## config.mk

```make
export PLATFORM = sky130hd
export DESIGN_NAME = adc_scan_ctrl
export DESIGN_NICKNAME = d
export VERILOG_FILES = /design/src/rtl/adc_scan_pkg.sv /design/src/rtl/adc_spi_shift.sv /design/src/rtl/adc_scan_ctrl.sv
export SDC_FILE = /design/constraint.sdc
export NUM_CORES = 1
export LEC_CHECK = 0
export ABC_AREA = 1
export BUFFER_PORTS_ARGS = -buffer_cell sky130_fd_sc_hd__buf_2
export CELL_PAD_IN_SITES_DETAIL_PLACEMENT = 0
export CELL_PAD_IN_SITES_GLOBAL_PLACEMENT = 1
export CORE_AREA = 2 2 94 141
export CTS_CLUSTER_DIAMETER = 100
export DETAILED_ROUTE_END_ITERATION = 10
export DIE_AREA = 0 0 96 143
export GPL_TIMING_DRIVEN = 1
export PLACE_DENSITY_LB_ADDON = 0.05
export SLEW_MARGIN = 20
export SYNTH_ARGS = -nofsm -noshare
export SYNTH_HDL_FRONTEND = slang
export SYNTH_SLANG_ARGS = --single-unit
```

## constraint.sdc

```tcl
create_clock -name clk -period 5.2 [get_ports clk]
set_input_delay 1.04 -clock clk [delete_from_list [all_inputs] [get_ports clk]]
set_output_delay 1.04 -clock clk [all_outputs]
set_load 0.05 [all_outputs]
```

## src/rtl/adc_scan_pkg.sv

```systemverilog
// Shared types and constants for the ADC scan controller: FSM states,
// config-word bit positions and channel-selection helpers.
package adc_scan_pkg;

  typedef enum logic [2:0] {IDLE, CONV_HI, CONV_WAIT, SHIFT, GAP} scan_state_t;

  localparam int RES_W   = 12;
  localparam int SD_BIT  = 11;
  localparam int OS_BIT  = 10;
  localparam int S1_BIT  = 9;
  localparam int S0_BIT  = 8;
  localparam int UNI_BIT = 7;
  localparam int SLP_BIT = 6;

  function automatic logic [RES_W-1:0] cfg_word(input logic [2:0] ch, input logic uni);
    logic [RES_W-1:0] w;
    w          = '0;
    w[SD_BIT]  = 1'b1;
    w[OS_BIT]  = ch[0];
    w[S1_BIT]  = ch[2];
    w[S0_BIT]  = ch[1];
    w[UNI_BIT] = uni;
    w[SLP_BIT] = 1'b0;
    return w;
  endfunction

  // First set mask bit at or above base, wrapping past channel 7.
  function automatic logic [2:0] pick_ch(input logic [2:0] base, input logic [7:0] mask);
    logic [2:0] idx;
    logic [2:0] sel;
    logic       found;
    sel   = base;
    found = 1'b0;
    for (int i = 0; i < 8; i++) begin
      idx = base + 3'(i);
      if (!found && mask[idx]) begin
        sel   = idx;
        found = 1'b1;
      end
    end
    return sel;
  endfunction

endpackage

```

## src/rtl/adc_spi_shift.sv

```systemverilog
// SPI engine: SCK divider, 12-bit config/result shifters and bit counter.
// start loads the config word; done is high in the last cycle of the transfer.
module adc_spi_shift
  import adc_scan_pkg::*;
#(
  parameter int SCK_HALF = 2
) (
  input  logic             clk,
  input  logic             reset_n,
  input  logic             start,
  input  logic [RES_W-1:0] cfg,
  input  logic             sdo,
  output logic             sck,
  output logic             sdi,
  output logic             done,
  output logic [RES_W-1:0] rx
);

  localparam int HALF_W = (SCK_HALF > 1) ? $clog2(SCK_HALF) : 1;
  localparam logic [HALF_W-1:0] HALF_LAST = HALF_W'(SCK_HALF - 1);
  localparam logic [3:0]        BIT_LAST  = 4'(RES_W - 1);

  logic              active;
  logic [HALF_W-1:0] half_cnt;
  logic [3:0]        bit_cnt;
  logic [RES_W-1:0]  tx_sh;
  logic              half_end;

  assign half_end = active && (half_cnt == HALF_LAST);
  assign done     = half_end && sck && (bit_cnt == BIT_LAST);

  always_ff @(posedge clk or negedge reset_n) begin
    if (!reset_n) begin
      active   <= 1'b0;
      sck      <= 1'b0;
      sdi      <= 1'b0;
      half_cnt <= '0;
      bit_cnt  <= '0;
    end else if (start) begin
      active   <= 1'b1;
      sck      <= 1'b0;
      sdi      <= cfg[RES_W-1];
      half_cnt <= '0;
      bit_cnt  <= '0;
    end else if (active) begin
      if (half_end) begin
        half_cnt <= '0;
        if (!sck) begin
          sck <= 1'b1;
        end else begin
          // Falling edge: present the next config bit, or finish after bit 12.
          sck <= 1'b0;
          if (bit_cnt == BIT_LAST) begin
            active <= 1'b0;
            sdi    <= 1'b0;
          end else begin
            bit_cnt <= bit_cnt + 1'b1;
            sdi     <= tx_sh[RES_W-1];
          end
        end
      end else begin
        half_cnt <= half_cnt + 1'b1;
      end
    end
  end

  always_ff @(posedge clk) begin
    if (start)
      tx_sh <= {cfg[RES_W-2:0], 1'b0};
    else if (half_end && sck)
      tx_sh <= {tx_sh[RES_W-2:0], 1'b0};
    if (half_end && !sck)
      rx <= {rx[RES_W-2:0], sdo};
  end

endmodule

```

## src/rtl/adc_scan_ctrl.sv

```systemverilog
// Round-robin scan controller for an 8-channel SPI ADC. Each frame programs
// one channel and reads back the conversion of the channel programmed before.
module adc_scan_ctrl
  import adc_scan_pkg::*;
#(
  parameter int CONV_CYCLES = 80,
  parameter int SCK_HALF    = 2
) (
  input  logic             clk,
  input  logic             reset_n,
  input  logic             enable,
  input  logic [7:0]       ch_mask,
  input  logic             uni,
  output logic             adc_convst,
  output logic             adc_sck,
  output logic             adc_sdi,
  input  logic             adc_sdo,
  output logic             busy,
  output logic             result_valid,
  output logic [2:0]       result_ch,
  output logic [RES_W-1:0] result_data
);

  localparam int CNT_W = $clog2(CONV_CYCLES + 1);
  localparam logic [CNT_W-1:0] HI_LAST   = CNT_W'(1);
  localparam logic [CNT_W-1:0] WAIT_LAST = CNT_W'(CONV_CYCLES - 1);

  scan_state_t      state;
  logic [CNT_W-1:0] cnt;
  logic [7:0]       mask_q;
  logic             uni_q;
  logic [2:0]       ch_cur;
  logic [2:0]       prev_ch;
  logic [2:0]       ch_adv;
  logic             prev_ok;
  logic             scan_req;
  logic             spi_start;
  logic             spi_done;
  logic [RES_W-1:0] spi_rx;
  logic [RES_W-1:0] cfg;

  assign scan_req  = enable && (ch_mask != 8'h00);
  assign spi_start = (state == CONV_WAIT) && (cnt == WAIT_LAST);
  assign cfg       = cfg_word(ch_cur, uni_q);
  assign ch_adv    = pick_ch(ch_cur + 3'd1, mask_q);

  adc_spi_shift #(.SCK_HALF(SCK_HALF)) u_spi (
    .clk     (clk),
    .reset_n (reset_n),
    .start   (spi_start),
    .cfg     (cfg),
    .sdo     (adc_sdo),
    .sck     (adc_sck),
    .sdi     (adc_sdi),
    .done    (spi_done),
    .rx      (spi_rx)
  );

  always_ff @(posedge clk or negedge reset_n) begin
    if (!reset_n) begin
      state        <= IDLE;
      cnt          <= '0;
      adc_convst   <= 1'b0;
      busy         <= 1'b0;
      result_valid <= 1'b0;
      result_ch    <= '0;
      result_data  <= '0;
      prev_ok      <= 1'b0;
      prev_ch      <= '0;
      ch_cur       <= '0;
      mask_q       <= '0;
      uni_q        <= 1'b0;
    end else begin
      result_valid <= 1'b0;
      unique case (state)
        IDLE: begin
          if (scan_req) begin
            state      <= CONV_HI;
            adc_convst <= 1'b1;
            busy       <= 1'b1;
            cnt        <= '0;
            mask_q     <= ch_mask;
            uni_q      <= uni;
            ch_cur     <= pick_ch(ch_cur, ch_mask);
          end
        end
        CONV_HI: begin
          if (cnt == HI_LAST) begin
            state      <= CONV_WAIT;
            adc_convst <= 1'b0;
            cnt        <= '0;
          end else begin
            cnt <= cnt + 1'b1;
          end
        end
        CONV_WAIT: begin
          if (spi_start) begin
            state <= SHIFT;
            cnt   <= '0;
          end else begin
            cnt <= cnt + 1'b1;
          end
        end
        SHIFT: begin
          // Bits shifted in belong to the channel programmed last frame.
          if (spi_done) begin
            state        <= GAP;
            result_valid <= prev_ok;
            if (prev_ok) begin
              result_ch   <= prev_ch;
              result_data <= spi_rx;
            end
          end
        end
        GAP: begin
          prev_ch <= ch_cur;
          if (scan_req) begin
            state      <= CONV_HI;
            adc_convst <= 1'b1;
            cnt        <= '0;
            prev_ok    <= 1'b1;
            mask_q     <= ch_mask;
            uni_q      <= uni;
            ch_cur     <= pick_ch(ch_adv, ch_mask);
          end else begin
            state   <= IDLE;
            busy    <= 1'b0;
            prev_ok <= 1'b0;
            ch_cur  <= ch_adv;
          end
        end
        default: state <= IDLE;
      endcase
    end
  end

endmodule
```

After elaboration in Yosys (flattened, before gate mapping) --
Index checks and enable logic that the tools add are counted.
Cells by class: $lt $le $gt $ge 23, add/sub/neg operators 24, eq/ne operators 15, muxes and demuxes 163, reductions and logical operators 69
Operators with widths (number):
- $mux 1 | 97
- $lt 3x4->1 const B | 23
- $mux 3 | 27
- $bmux 1 s3 | 24
- $add 3x3->3 const B | 12
- $logic_and 1x1->1 | 27
- $mux 12 | 2
- $logic_not 1->1 | 22
- $mux 7 | 3
- $pmux 7 s3 | 1
- $mux 4 | 5
- $add 3x2->3 const B | 6
- $pmux 3 s5 | 1
- $reduce_and 3->1 | 5
- $ne 2x2->1 const B | 6
- $reduce_bool 2->1 | 6
- $add 3x1->3 const B | 3
- $ne 8x8->1 const B | 1
- $reduce_and 4->1 | 2
- $reduce_bool 8->1 | 1
- $add 7x1->7 const B | 1
- $eq 7x1->1 const B | 1
- $eq 7x7->1 const B | 1
- $eq 3x2->1 const B | 2
- 12 further kinds | 15
Storage, ports and cells: logic and storage cells 313, register bits after elaboration 68

Longest topological paths before layout --
Gate-level depths: netlist (run 1).
depth in word-level cells 65, gate-level depth with buffers 39

By module --
Synthesis (run 1) repeated with hierarchy kept, for this count alone.
Second synthesis, totals: cell total of the unflattened synthesis 847, area total of the unflattened synthesis 5789.3 µm²
By module, submodules not included:
- adc_scan_ctrl | cells each 736, instances 1, area each 4530.6 µm²
- adc_spi_shift | cells each 111, instances 1, area each 1258.7 µm²

Least setup slack after synthesis (run 1) --
OpenSTA, ideal clock, no wires.
path type register to register, start register ch_cur[1], end register ch_cur[1], setup slack 0.987 ns, setup time 0.122 ns, data required time 5.078 ns, period minus slack after synthesis 4.213 ns, cell stages (with the launch flop) 33, arrival 4.091 ns, buffers on the path 3, cells stage by stage dfrtp_1 -> clkbuf_1 -> clkinv_1 -> ha_1 -> inv_2 -> buf_2 -> nand3_1 -> nand2_1 -> nand2_1 -> nand2_4 -> nand3_2 -> nor2_4 -> nand4_2 -> nor2_1 -> nor2_1 -> nand2_2 -> nand2_2 -> buf_4 -> ha_1 -> inv_1 -> nand3_1 -> nand2_1 -> nand3_1 -> nand2_1 -> nand3_4 -> nor2_4 -> nand3_1 -> nor2b_2 -> nor2_1 -> nand2_1 -> nand2_1 -> nand2_1 -> a21boi_1
Between the ends: longest elaborated chain between the ends 65, elaborated cells between the ends (all ways) 186
RTL lines:
- start, declared | RTL line adc_scan_ctrl.sv:32 | logic [2:0] ch_cur;
- start signal, assigned | RTL line adc_scan_ctrl.sv:84 | ch_cur <= pick_ch(ch_cur, ch_mask);
- start signal, assigned | RTL line adc_scan_ctrl.sv:124 | ch_cur <= pick_ch(ch_adv, ch_mask);
- start signal, assigned | RTL line adc_scan_ctrl.sv:129 | ch_cur <= ch_adv;
- branches (longest 65 deep; another with $add 3x1->3)
Several ways; the timed one is not identified. The select of a mux whose other input is x is not followed. A chain may end at the register's enable or synchronous reset.

Final worst setup path (run 1) --
Ends and elaborated chain as after synthesis.

==> flow_summary.ini, run 1 <==
[critical_path]
crit_family = simple AND/OR/NAND/NOR gates
critPathSlowestCell = dfrtp_2
cp-start-kind = flip-flop
r2r_slack_ns = 0.57
max_stage_delay_ns = 0.47
r2r_end = ch_cur[1]
cpMostUsedCell = nand2_1
r2r_cells = 28
path_buf_inv = 5
worstPathRequired_ns = 5.41
cp_max_fo = 11
cp-end-kind = flip-flop
rr_startpoint = ch_cur[1]
crit_type = flip-flop to flip-flop
worstPathArrival_ns = 4.83

[timing]
tns_ns = 0
fin_crit_sh_pct = 88.98
slew_headroom_pct = 31.55
fmax_mhz = 216.1
setup_viol_count_final = 0
timing.hold.ws_ns = 0.4528
period_minus_slack_ns = 4.627
tightest_slew_ns = 1.023
finClkSkew_ns = 0.005365
layout_setup_ws_ns = 0.5729
slew_violations = 0
hold_violations = 0
rsz0062_at_grt = false

[final_layout]
syn2layout_area_growth_pct = 11.80
drive_gt1_share_pct = 14.15
final_cell_count_no_fill = 1018
register_area_um2 = 1783
finish.utilization_pct = 48.10
final_cell_area_um2 = 5988
multiInputGateArea_um2 = 3063
diodes = 0
num-fill-cells = 1324
fin_nets = 877

[global_route]
grt_pass1_wl_um = 24370
grt_start_max_net_pins = 53
gr-total-overflow = 0
grt_pass1_vias = 5065
antenna_found_initial = 0
grt_usage_pct = 22.94

[yosys]
ys_seq_area_share_pct = 33.26
synth_edf_count = 16
synth_fp_nets = 843
synth.avg_cell_area_um2 = 6.508
ys_ff_latch = 68
synthArstFlopShare_pct = 76.47
ys_types = 47
synth_flop_cell = dfrtp_1
syn_inst = 823
netlist_area_um2 = 5356
ys_warn_count = 0

[clock_tree]
root_buffer = clkbuf_16
ctsHtreeMaxLevel = 3
numCtsBuffers = 9
clkLatencyLatePin_ns = 0.33
hold_buffers = 0
post_cts.repair.setup_buffers = 0
cts_tree = built
path_clk_slew_ns = 0.06
clock_path_buffers = 2
post_cts_resized = 0
cts_num_sinks = 68

[place]
gp_congestion = 0.8573
dp.cells = 1002
dp_hpwl_um = 11800
port_buffers = 32
placed_cell_area_um2 = 5659
preCtsSetupSlack_ns = 0.3759

[power_and_ir_drop]
power-per-cell-area_nw_per_um2 = 396.8
ir_drop_v = 0.0003319
p_leak_nw = 3.099
power_mw = 2.376

[detailed_routing]
wl_per_cell_um = 14.77
drc = 0
routed_wl_um = 15030
ant_nets = 0
via_per_inst = 5.191
routed-via-count = 5284
drtPass1Iterations = 5
dr.first_iter.drc_count = 204

[job]
maxCapViolations = 0

[hold_path]
min_from = u_spi.rx[1]
hold_class = flip-flop to flip-flop
hold-path-endpoint = u_spi.rx[2]
min_path_cells = 0

[die]
die_h_um = 143
dieArea_um2 = 13730
core_um2 = 12450
initial_core_util_pct = 43.03
fp.dieW_um = 96
ios = 33
rows = 50

[run_status]
status = complete, no violations
logic make-up after synthesis:
family,share of synthesized area (%)
AOI/OAI and AO/OA,10.72
xor gates and xnor gates,0.3271
adders and majority gates,1.635
buffers and inverters,9.647
DFF,33.26
and+or+nand+nor,44.41
area by class of cell:
type | instances | share of cell area (%)
flip-flops and latches | 68 | 29.77
inverters | 101 | 6.435
clock inverters | 6 | 1.149
well taps | 156 | 3.260
repair buffers | 43 | 4.053
clock buffers | 10 | 4.179
multi-input cells | 634 | 51.15
synthesized netlist by cell type, types with 3 or more instances:
cell	instances	share of area, %
a21boi_1	4	0.56
a21oi_1	25	2.3
buf_2	5	0.47
buf_4	4	0.56
buf_6	3	0.63
clkbuf_1	7	0.49
dfrtp_1	52	24
edfxtp_1	16	9.0
ha_1	7	1.6
inv_1	93	6.5
inv_2	6	0.42
nand2_1	302	21
nand2_2	25	2.9
nand2_4	6	1.3
nand3_1	76	7.1
nand3_2	5	0.93
nand4_1	15	1.8
nand4_2	4	0.93
nor2_1	59	4.1
nor2_4	5	1.1
nor3_1	14	1.3
o21ai_0	52	4.9
o21ai_1	7	0.65
o22ai_1	5	0.58
state kept, by name (all words and copies together) (netlist names):
| register | flops |
|---|---|
| result_data | 12 |
| result_ch | 3 |
| cnt | 7 |
| u_spi.half_cnt | 1 |
| busy | 1 |
| u_spi.rx | 12 |
| u_spi.active | 1 |
| u_spi.tx_sh | 4 |
| ch_cur | 3 |
| u_spi.sdi | 1 |
| uni_q | 1 |
| result_valid | 1 |
| prev_ch | 3 |
| u_spi.sck | 1 |
| mask_q | 8 |
| adc_convst | 1 |
| prev_ok | 1 |
| u_spi.bit_cnt | 4 |
| state | 3 |
placed cells by master (no fill, tap or decap), types with 7 or more instances in the layout:
cell type | Yosys | layout
buf_2 | 5 | 32
nor2_1 | 59 | 59
dfrtp_1 | 52 | 51
edfxtp_1 | 16 | 16
buf_4 | 4 | 11
a21oi_1 | 25 | 25
nand2_2 | 25 | 26
nand4_1 | 15 | 15
inv_1 | 93 | 93
nand3_1 | 76 | 76
nor3_1 | 14 | 14
clkbuf_16 | 0 | 10
nand2_1 | 302 | 301
o21ai_1 | 7 | 7
o21ai_0 | 52 | 52
worst max-delay path by stage:
stage	endpoint	slack [ns]	startpoint	depth (start not counted)
after global placement	ch_cur[1]	0.51	ch_cur[1]	31
final	ch_cur[1]	0.57	ch_cur[1]	28
after detailed placement	ch_cur[1]	0.38	ch_cur[1]	31
after CTS	ch_cur[0]	0.34	ch_cur[1]	32
after global routing	ch_cur[0]	0.07	ch_cur[1]	31
after floorplan	ch_cur[1]	0.99	ch_cur[1]	32
layer usage:
layer / routed length (um) / global-route usage [%] / part of all wire, %
met5: 0 / 0 / 0
met4: 435 / 7.744 / 2.9
met3: 499 / 3.061 / 3.3
met2: 7869 / 42.43 / 52
met1: 6228 / 26.36 / 41
power breakdown:
part | internal (mW) | total, mW | switching, mW
logic | 0.340 | 1.18 | 0.836
registers | 0.551 | 0.560 | 0.00888
clock network | 0.403 | 0.641 | 0.238
total | 1.29 | 2.38 | 1.08
Power figures use the tool's default switching activity.
==> run 2, diff against run 1 <==
- CORE_AREA: 2 2 94 141 -> 2 2 111 166
- DIE_AREA: 0 0 96 143 -> 0 0 113 168
==> run 2 against run 1 <==
Compared with the run above:
- the run now ends with design-rule violations left
- setup slack got worse by 0.023 ns
- largest cell class unchanged
- count of clock-buffer cells in the layout decreased by 1
- cell count increased by 6.3%
- register-to-register slack got worse by 0.02 ns
- non-clock buffer count increased by 3
- critical path depth increased by 3
- largest power group unchanged
- clock power decreased by 2%
- global-route usage decreased by 5.1 points
- hold slack got worse by 0.012 ns
- wire length increased by 11%
- cell area increased by 1.6%
- sequential power about the same
==> flow_summary.ini, run 2 (synthesis gave the netlist of run 1 again) <==
[timing]
fmax_mhz = 215.0
finClkSkew_ns = 0.005494
setup_viol_count_final = 0
hold_violations = 0
fin_crit_sh_pct = 89.43
period_minus_slack_ns = 4.650
tns_ns = 0
rsz0062_at_grt = false
slew_violations = 0
tightest_slew_ns = 1.013
slew_headroom_pct = 32.20

[detailed_routing]
drc = 5
routed_wl_um = 16690
top_layer_used = met4
m1WireLength_um = 7013
dr.first_iter.drc_count = 235
wl_per_cell_um = 15.42
routed-via-count = 5370
wl_met2_um = 8804
via_per_inst = 4.963
drtPass1Iterations = 8
wl_met3_um = 414
ant_nets = 0

[clock_tree]
clkLatencyLatePin_ns = 0.34
clock_path_buffers = 2
path_clk_slew_ns = 0.06
cts_num_sinks = 68
numCtsBuffers = 9
hold_buffers = 0
ctsHtreeMaxLevel = 3
root_buffer = clkbuf_16
cts_tree = built

[critical_path]
r2r_end = ch_cur[1]
cpMostUsedCell = nand2_1
max_stage_delay_ns = 0.40
cp-end-kind = flip-flop
worstPathArrival_ns = 4.90
crit_type = flip-flop to flip-flop
r2r_cells = 31
critPathSlowestCell = dfrtp_2
cp-start-kind = flip-flop
cp_max_fo = 11
crit_path_end = ch_cur[1]
crit_path_start = ch_cur[1]
r2r_slack_ns = 0.55
worstPathRequired_ns = 5.45
rr_startpoint = ch_cur[1]

[power_and_ir_drop]
power-per-cell-area_nw_per_um2 = 391.7
power_mw = 2.384
p_leak_nw = 3.106
ir_drop_v = 0.0003128

[die]
dieArea_um2 = 18980
rows = 60
fp.dieW_um = 113
ios = 33
core_um2 = 17720
die_h_um = 168
initial_core_util_pct = 30.23

[global_route]
grt_pass1_vias = 5132
grt_start_max_net_pins = 53
grt_usage_pct = 17.83
antenna_found_initial = 0
grt_pass1_wl_um = 26790
gr-total-overflow = 0

[final_layout]
drive_gt1_share_pct = 14.45
syn2layout_area_growth_pct = 13.62
final_common_cell = nand2_1
num-fill-cells = 1955
diodes = 0
multiInputGateArea_um2 = 3073
final_cell_mix = nand2_1 (302), inv_1 (93), nand3_1 (76)
register_area_um2 = 1783
fin_nets = 880
reg_top3 = result_data (12), u_spi.rx (12), mask_q (8)

[run_status]
status = finished with violations
violations = design-rule violations

[job]
maxCapViolations = 0

[hold_path]
hold_class = flip-flop to flip-flop

[place]
dp_hpwl_um = 13010
gp_congestion = 0.8488
port_buffers = 32
run 2: metal layers:
layer,up-vias,track usage (%)
li1,2736,-
met3,24,2.016
met5,-,0
met1,2519,21.03
met4,0,6.363
met2,91,32.93
run 2: power by group:
part,switching [mW],internal [mW],leakage (nW)
Sequential,0.00798,0.551,0.759
Clock,0.250,0.379,0.145
Combinational,0.858,0.337,2.20
Total,1.12,1.27,3.11
run 2: what timing repair did:
action                                  in CTS  in global routing
endpoints found under the setup margin       0                  3
setup buffers                                0                  3
resized for setup                            0                  5
run 2: worst max-delay path, delay by kind of cell, from the launching register on:
kind | cells | cell delay (ns)
AO/OA/AOI/OAI | 1 | 0.16
adder cells (fa/ha/maj) | 2 | 0.69
buffers and inverters | 5 | 0.72
flip-flops | 1 | 0.40
AND/OR/NAND/NOR | 23 | 2.57
run 2: worst min path at each step:
| stage | start | to | slack, ns | cells past startpoint |
|---|---|---|---|---|
| finish | u_spi.rx[11] | result_data[11] | 0.44 | 2 |
| global route | u_spi.rx[0] | u_spi.rx[1] | 0.47 | 0 |
| CTS | u_spi.rx[11] | result_data[11] | 0.45 | 2 |
| detailed placement | u_spi.rx[11] | result_data[11] | 0.43 | 2 |
| global placement | u_spi.rx[11] | result_data[11] | 0.43 | 2 |
| floorplan | u_spi.rx[11] | result_data[11] | 0.42 | 2 |
run 2: metrics by stage:
step | std cells | instance area [um2] | setup slack [ns] | hold slack [ns] | util, %
finish | 1082 | 6086 | 0.5497 | 0.4410 | 34.35
global route | 1082 | 6086 | 0.1042 | 0.4665 | 34.35
CTS | 1079 | 6043 | 0.1039 | 0.4487 | 34.11
detailed placement | 1063 | 5736 | 0.1321 | 0.4333 | 32.37
global placement | 1063 | 5736 | 0.2411 | 0.4301 | 32.37
floorplan | 823 | 5356 | 0.9868 | 0.4184 | -
run 2: layout make-up:
class | count | share of cell area, %
inverter | 101 | 6.332
clock buffer | 9 | 3.701
timing repair buffer | 46 | 4.359
sequential | 68 | 29.30
tap | 217 | 4.461
multi-input combinational | 634 | 50.49
clock inverter | 7 | 1.357
